$ cat src/rtl/cannon_ctrl.sv
// cannon_ctrl: per-frame player cannon sequencer.
// Turns keycodes into cannon motion and missile launches on each frame_tick.
// Also runs the life cycle ALIVE -> EXPLODE -> RESPAWN/GAME_OVER.
module cannon_ctrl #(
    parameter int          X_MIN          = 8,
    parameter int          X_MAX          = 631,
    parameter int          X_START        = 320,
    parameter int          X_STEP         = 2,
    parameter logic [7:0]  KEY_RIGHT      = 8'h4F,
    parameter logic [7:0]  KEY_LEFT       = 8'h50,
    parameter logic [7:0]  KEY_FIRE       = 8'h2C,
    parameter int          COOLDOWN       = 16,
    parameter int          EXPLODE_FRAMES = 60,
    parameter int          LIVES_INIT     = 3
) (
    input  logic       Clk,
    input  logic       Reset,
    input  logic       frame_tick,
    input  logic [7:0] keycode,
    input  logic       missile_busy,
    input  logic       cannon_hit,
    output logic [9:0] cannon_x,
    output logic       fire_launch,
    output logic [9:0] fire_x,
    output logic [1:0] lives,
    output logic       exploding,
    output logic       game_over
);

    typedef enum logic [1:0] {ALIVE, EXPLODE, RESPAWN, GAME_OVER} state_t;

    // The cooldown counter is 4 bits wide, so a request of 16 or more frames clamps to 15.
    localparam logic [3:0] CD_LOAD  = 4'((COOLDOWN > 15) ? 15 : COOLDOWN);
    localparam logic [5:0] EXP_LOAD = 6'(EXPLODE_FRAMES - 1);
    localparam logic [9:0] XS       = 10'(X_START);

    state_t     state_q, state_d;
    logic [9:0] x_q, x_d;
    logic [9:0] fire_x_q, fire_x_d;
    logic       fire_q, fire_d;
    logic [1:0] lives_q, lives_d;
    logic [3:0] cd_q, cd_d;
    logic [5:0] cnt_q, cnt_d;
    logic       hit_pend_q, hit_pend_d;
    logic [10:0] x_sum;

    // State register: every flop returns to its reset value asynchronously.
    always_ff @(posedge Clk or negedge Reset) begin
        if (!Reset) begin
            state_q    <= ALIVE;
            x_q        <= XS;
            fire_x_q   <= '0;
            fire_q     <= 1'b0;
            lives_q    <= 2'(LIVES_INIT);
            cd_q       <= '0;
            cnt_q      <= '0;
            hit_pend_q <= 1'b0;
        end else begin
            state_q    <= state_d;
            x_q        <= x_d;
            fire_x_q   <= fire_x_d;
            fire_q     <= fire_d;
            lives_q    <= lives_d;
            cd_q       <= cd_d;
            cnt_q      <= cnt_d;
            hit_pend_q <= hit_pend_d;
        end
    end

    // Next-state logic: positions and state change only on frame ticks; a launch lasts one cycle.
    always_comb begin
        state_d    = state_q;
        x_d        = x_q;
        fire_x_d   = fire_x_q;
        fire_d     = 1'b0;
        lives_d    = lives_q;
        cd_d       = cd_q;
        cnt_d      = cnt_q;
        hit_pend_d = hit_pend_q;
        // Use an 11-bit sum so a step past X_MAX is detected before it can wrap.
        x_sum      = {1'b0, x_q} + 11'(X_STEP);

        if (frame_tick && cd_q != 4'd0)
            cd_d = cd_q - 4'd1;

        case (state_q)
            ALIVE: begin
                if (cannon_hit)
                    hit_pend_d = 1'b1;
                if (frame_tick) begin
                    if (hit_pend_q || cannon_hit) begin
                        state_d    = EXPLODE;
                        lives_d    = lives_q - 2'd1;
                        cnt_d      = EXP_LOAD;
                        hit_pend_d = 1'b0;
                    end else if (keycode == KEY_RIGHT) begin
                        x_d = (x_sum > 11'(X_MAX)) ? 10'(X_MAX) : x_sum[9:0];
                    end else if (keycode == KEY_LEFT) begin
                        x_d = (x_q < 10'(X_MIN + X_STEP)) ? 10'(X_MIN) : x_q - 10'(X_STEP);
                    end else if (keycode == KEY_FIRE && !missile_busy && cd_q == 4'd0) begin
                        fire_d   = 1'b1;
                        fire_x_d = x_q;
                        cd_d     = CD_LOAD;
                    end
                end
            end
            EXPLODE: begin
                if (frame_tick) begin
                    if (cnt_q == 6'd0) begin
                        if (lives_q == 2'd0) begin
                            state_d = GAME_OVER;
                        end else begin
                            state_d = RESPAWN;
                            x_d     = XS;
                        end
                    end else begin
                        cnt_d = cnt_q - 6'd1;
                    end
                end
            end
            RESPAWN: begin
                // Wait for the key to be released so a held fire key cannot shoot on spawn.
                x_d        = XS;
                hit_pend_d = 1'b0;
                if (frame_tick && keycode == 8'h00)
                    state_d = ALIVE;
            end
            default: ; // GAME_OVER: frozen until reset
        endcase
    end

    assign cannon_x    = x_q;
    assign fire_launch = fire_q;
    assign fire_x      = fire_x_q;
    assign lives       = lives_q;
    assign exploding   = (state_q == EXPLODE);
    assign game_over   = (state_q == GAME_OVER);

endmodule
$ cat config.mk
export PLATFORM = sky130hd
export DESIGN_NAME = cannon_ctrl
export DESIGN_NICKNAME = d
export VERILOG_FILES = /design/src/rtl/cannon_ctrl.sv
export SDC_FILE = /design/constraint.sdc
export NUM_CORES = 1
export LEC_CHECK = 0
export ABC_AREA = 1
export BUFFER_PORTS_ARGS = -buffer_cell sky130_fd_sc_hd__buf_2
export CAP_MARGIN = 0
export CELL_PAD_IN_SITES_DETAIL_PLACEMENT = 0
export CELL_PAD_IN_SITES_GLOBAL_PLACEMENT = 2
export CORE_ASPECT_RATIO = 0.75
export CORE_MARGIN = 2
export CORE_UTILIZATION = 33
export CTS_BUF_LIST = sky130_fd_sc_hd__clkbuf_2 sky130_fd_sc_hd__clkbuf_4 sky130_fd_sc_hd__clkbuf_8
export CTS_CLUSTER_DIAMETER = 30
export DETAILED_ROUTE_END_ITERATION = 8
export PLACE_DENSITY = 0.85
export SETUP_SLACK_MARGIN = 0.05
export SYNTH_ARGS = -nofsm -noshare
export SYNTH_HDL_FRONTEND = slang
export SYNTH_SLANG_ARGS = --single-unit
$ cat constraint.sdc
create_clock -name Clk -period 2.1 [get_ports Clk]
set_input_delay 0.105 -clock Clk [delete_from_list [all_inputs] [get_ports Clk]]
set_output_delay 0.105 -clock Clk [all_outputs]
set_load 0.02 [all_outputs]
---- Yosys cells after proc, flatten, opt, wreduce, memory -nomap -nowiden ----
Index checks and enable logic that the tools add are counted.
storage, ports and cells
  logic and storage cells ................. 92
  RAM bits ................................ 0
  output and inout port bits .............. 25
  memories kept ........................... 0
  bits in latches ......................... 0
  ROM bits ................................ 0
  register bits after elaboration ......... 36
operators by class
  multipliers ............................. 0
  $lt $le $gt $ge ......................... 2
  bitwise logic cells ..................... 3
  reductions and logical operators ........ 20
  multiplexer cells ....................... 39
  divide/modulo/power cells ............... 0
  equality and inequality tests ........... 15
  shift-type cells ........................ 0
  add/subtract/negate cells ............... 5
operator list
  operator                                                         count
  two-way mux 10 bit                                               9
  case mux 10 bit (3 select lines)                                 1
  two-way mux 4 bit                                                7
  two-way mux 6 bit                                                4
  == test 8 x 7 -> 1 bit, second input constant                    2
  != test 2 bit, second input constant                             7
  case mux 6 bit (2 select lines)                                  1
  AND reduction 6 bit                                              2
  adder 10 x 2 -> 11 bit, second input constant                    1
  greater-than comparator 11 x 10 -> 1 bit, second input constant  1
  less-than comparator 10 x 4 -> 1 bit, second input constant      1
  two-way mux 1 bit                                                10
  two-way mux 2 bit                                                5
  subtractor 10 x 2 -> 10 bit, second input constant               1
  == test 8 x 6 -> 1 bit, second input constant                    1
  zero test 8 bit                                                  1
  AND reduction 7 bit                                              1
  zero test 6 bit                                                  1
  case mux 2 bit (3 select lines)                                  1
  subtractor 6 x 1 -> 6 bit, second input constant                 1
  AND reduction 5 bit                                              1
  == test 2 bit, second input constant                             2
  logical AND 1 bit                                                4
  zero test 2 bit                                                  2
  14 further kinds                                                 17

---- Depth between registers and ports, before layout ----
  word-level depth ........................ 9
  mapped depth ............................ 17
  depth with buffers taken out ............ 17

---- Worst setup path before layout ----
Ideal clock, no wire load.
  path type ............................... register to register
  start point ............................. register x_q[1] (netlist: cannon_x[1])
  end point ............................... register x_q[0] (netlist: cannon_x[0])
  buffers on the path ..................... 0
  setup slack ............................. 0.179 ns
  data required time ...................... 1.983 ns
  clock period less this slack ............ 1.921 ns
  stages on the path, launching flop included .. 17
  library setup time ...................... 0.117 ns
  data arrival time ....................... 1.803 ns
  path through ............................ dfrtp_1 > inv_1 > ha_1 > nand2_1 > nand2_1 > nand2_1 > nand2_1 > nor2_1 > nand2_1 > nand2_1 > nand2_1 > nand2_2 > nand2_2 > nand2_1 > nand2_1 > nand2_1 > nand2_1
on the way
  cells in the longest elaborated chain, start to end .. 7
ends and longest elaborated chain
  item                                                                                   RTL line  source
  from (decl)                                                                            38        logic [9:0] x_q, x_d;
  from (signal assigned)                                                                 51        x_q <= XS;
  from (signal assigned)                                                                 60        x_q <= x_d;
  adder 10 x 2 -> 11 bit / less-than comparator 10 x 4 -> 1 bit (equally long branches)  81, 99
  greater-than comparator 11 x 10 -> 1 bit / two-way mux 10 bit (equally long branches)  97, 99
  two-way mux 10 bit, on equally long branches                                           97, 98
  two-way mux 10 bit *                                                                   96        end else if (keycode == KEY_RIGHT) begin
  two-way mux 10 bit *                                                                   91        if (hit_pend_q || cannon_hit) begin
  two-way mux 10 bit *                                                                   90        if (frame_tick) begin
  case mux 10 bit (3 select lines) *                                                     86        case (state_q)
Mark *: on every way between the ends. The rest lies on a longest branch, timed or not. The select of a mux whose other input is x is not followed.
A chain may end at the register's enable or synchronous reset.

---- Worst setup path in the final report ----
  start point ............................. register state_q[0]
  end point ............................... register x_q[5] (netlist: cannon_x[5])
on the way
  cells in the longest elaborated chain, start to end .. 3
ends and longest elaborated chain
  item                                                    RTL line  source
  from (decl)                                             37        state_t state_q, state_d;
  from (signal assigned)                                  59        state_q <= state_d;
  == test 2 x 1 -> 1 bit (tied with other cells)          86
  != test 2 bit (no source line) (tied with other cells)  --
  AND reduction 7 bit (no source line)                    --
Several ways; a longest one is shown, not always the timed one.

==> results_dict.tcl <==
set metrics [dict create \
    post-route-period-util_pct 89.14 \
    critPathKind "reg2reg" \
    crit_path_max_incr_delay_ps 390 \
    p_per_area_nw_per_um2 1232 \
    worst_path_max_delay_cell "dfrtp_1" \
    synthCells 327 \
    fillers 723 \
    port_buffers 37 \
    grt_pass1_wl_mm 9.970 \
    core_area_sq_um 6799 \
    ant_nets 0 \
    cts_tree "yes" \
    hold_violations 0 \
    relSlewSlack_pct 43.86 \
    ys_warn_count 0 \
    nets 399 \
    die_h_um 76.65 \
    drv_cap 0 \
    synth_ff_type "dfrtp_1" \
    endpoint "cannon_x[5]$_DFFE_PN0P_" \
    cp_data_required_time_ps 2320 \
    tightest_slew_ps 842.2 \
    io_pins 38 \
    async_flop_share_pct 100.0 \
    wire_per_inst_um 12.69 \
    worstSetupPathDepth 11 \
    rsz0062_at_grt "yes" \
    cp-startpoint "state_q[0]$_DFFE_PN0P_" \
    crit_path_end_kind "flop" \
    cts_buffers 5 \
    initial_core_util_pct 34.16 \
    drive_above_1_share_pct 21.28 \
    first_global_vias 2023 \
    numClockSinks 36 \
    start_kind "flop" \
    rows 26 \
    hpwl_mm 4.553 \
    via_count 2142 \
    place.gp.congestion 0.8769 \
    syn_area_sq_um 2322 \
    crit_fanout 5 \
    clk_transition_reported_paths_ps 70 \
    grtUsageTotal_pct 16.25 \
    ir_worst_vdd_mv 0.4240 \
    hp-class "in2reg" \
    reg2regPathDepth 11 \
    ctsLongestPathBuffers 2 \
    syn_nets 351 \
    rr_endpoint "cannon_x[5]$_DFFE_PN0P_" \
    fin_skew_ps 7.094 \
    status "complete, no violations" \
    r2r_start "state_q[0]$_DFFE_PN0P_" \
    worst_slack_ps 228.0 \
    viasPerCell 4.657 \
    worstPathArrival_ps 2090 \
    p_leak_uw 0.001486 \
    setup_viol 0 \
    synth.avg_cell_area_sq_um 7.102 \
    num_antenna_cells 0 \
    overflow 0 \
    drtIter0Drc 94 \
    cts_htree_levels 2 \
    route.detailed.drc 0 \
    yosysUniqueCellTypes 31 \
    final-max-slew-violation-count 0 \
    dp_slack_ps 98.65 \
    clock_latency_ps 290 \
    r2r_slack_ps 230 \
    syn_to_final_growth_pct 21.07 \
    antenna_found_initial 0 \
    yosysSeqAreaShare_pct 39.01 \
    fmax_mhz 534.2 \
    period_needed_ps 1872 \
    drt_pass1_iterations 4 \
    critPathTopFamily "simple AND/OR/NAND/NOR gates" \
    synth_edf_count 0 \
    ys_ff_latch 36 \
    grt_max_degree 37 \
    root_buffer "clkbuf_8" \
    setup_tns_ps 0 \
    die_area_sq_um 7731 \
    die_w_um 100.9 \
    wirelength_mm 5.838 \
    crit_chain "inv_1, ha_1, inv_2, nor2_1, inv_1, nand2_1, nor2_2, nand4_1, nor2_2, o21ai_0, o21ai_1" \
    worst-path-buf-inv 3 \
]
## sequential cells by signal (all words and copies together), names as in the netlist
register	cells
fire_x	10
cnt_q	6
lives	2
fire_launch	1
hit_pend_q	1
state_q	2
cd_q	4
cannon_x	10
## how the worst min path moves through the flow
stage	endpoint	depth (start not counted)	start	slack, ps
after detailed placement	cd_q[2]$_DFF_PN0_	1	Reset	280
after global routing	cd_q[2]$_DFF_PN0_	3	frame_tick	210
after CTS	cd_q[2]$_DFF_PN0_	4	frame_tick	180
final	cd_q[2]$_DFF_PN0_	4	frame_tick	190
after floorplan	cannon_x[0]$_DFFE_PN0P_	0	Reset	-190
after global placement	cd_q[2]$_DFF_PN0_	1	Reset	280
## report_power, final
group | switching [uW] | leakage, uW | internal, uW
combinational | 1060 | 0.000972 | 623
sequential | 199 | 0.000450 | 907
clock | 254 | 0.0000645 | 419
## layer usage
layer  GRT usage (%)  vias up  wire length (um)
li1                -     1144                 -
met5               0        -                 0
met3           3.555        4               321
met2           22.40       47              2324
met4           3.699        0                50
met1           25.44      947              3141
## stage by stage
step | hold WS (ps) | area [sq um] | total power [uW] | util (%) | std cells
global placement | 276.9 | 2624 | 2737 | 38.59 | 448
finish | 192.6 | 2811 | 3463 | 41.35 | 460
floorplan | -190.6 | 2322 | 2236 | - | 327
detailed placement | 276.4 | 2624 | 2726 | 38.59 | 448
global route | 209.8 | 2811 | 3802 | 41.35 | 460
CTS | 182.8 | 2760 | 3423 | 40.60 | 457
## layout by cell type (no fill, tap or decap), drive strengths merged
| cell | count |
|---|---|
| a211oi | 1 |
| a21oi | 9 |
| a22oi | 1 |
| a32oi | 1 |
| and2 | 1 |
| buf | 48 |
| bufinv | 1 |
| clkbuf | 7 |
| dfrtp | 32 |
| dfstp | 4 |
| dlygate4sd3 | 1 |
| ha | 11 |
| inv | 50 |
| nand2 | 89 |
| nand3 | 26 |
| nand3b | 1 |
| nand4 | 11 |
| nor2 | 38 |
| nor3 | 9 |
| nor4 | 1 |
| o211ai | 1 |
| o21ai | 25 |
| o31ai | 2 |
| or2 | 1 |
| xor2 | 5 |
## tightest hold or removal path, cell delays in order
cell and delay [ps]:
buf_2 150, nand2_1 80, nand2_1 40, nand3_1 70
## synth_stat cells (2+ instances only)
cell	n	area, sq um
xor2_1	5	43.79
dfrtp_1	32	800.8
nor2_1	38	142.6
nand2_2	2	12.51
buf_2	5	25.02
nor3_1	7	35.03
inv_1	50	187.7
ha_1	11	137.6
o21ai_0	22	110.1
a21oi_1	9	45.04
dfstp_2	4	105.1
nand4_1	10	62.56
nand3_1	25	125.1
nor3_2	2	20.02
nand2_1	87	326.6
o21ai_1	2	10.01
o31ai_1	2	15.01
## area by class of cell
cell class	instances	area, sq um	share of cell area, %
Tap cell	84	105.1	3.738
Clock buffer	7	96.34	3.427
Multi-Input combinational cell	233	1206	42.90
Sequential cell	36	908.4	32.31
Inverter	50	187.7	6.676
Clock inverter	1	30.03	1.068
Timing Repair Buffer	49	277.8	9.880
## logic make-up (layout without fill, tap and decap cells)
logic type	after synthesis	after routing	share of synthesized area, %
AO/OA/AOI/OAI	40	40	9.698
XOR/XNOR	5	5	1.886
adder cells (fa/ha/maj)	11	11	5.927
buffers and inverters	58	107	10.18
flip-flops	36	36	39.01
AND/OR/NAND/NOR	177	177	33.30
## repair_timing
item	CTS	global route
hold buffers	1	0
endpoints found under the hold margin	32	0
setup buffers	0	3
resized for setup	0	11
setup endpoints to repair	0	13
(Power assumes the default switching activity.)
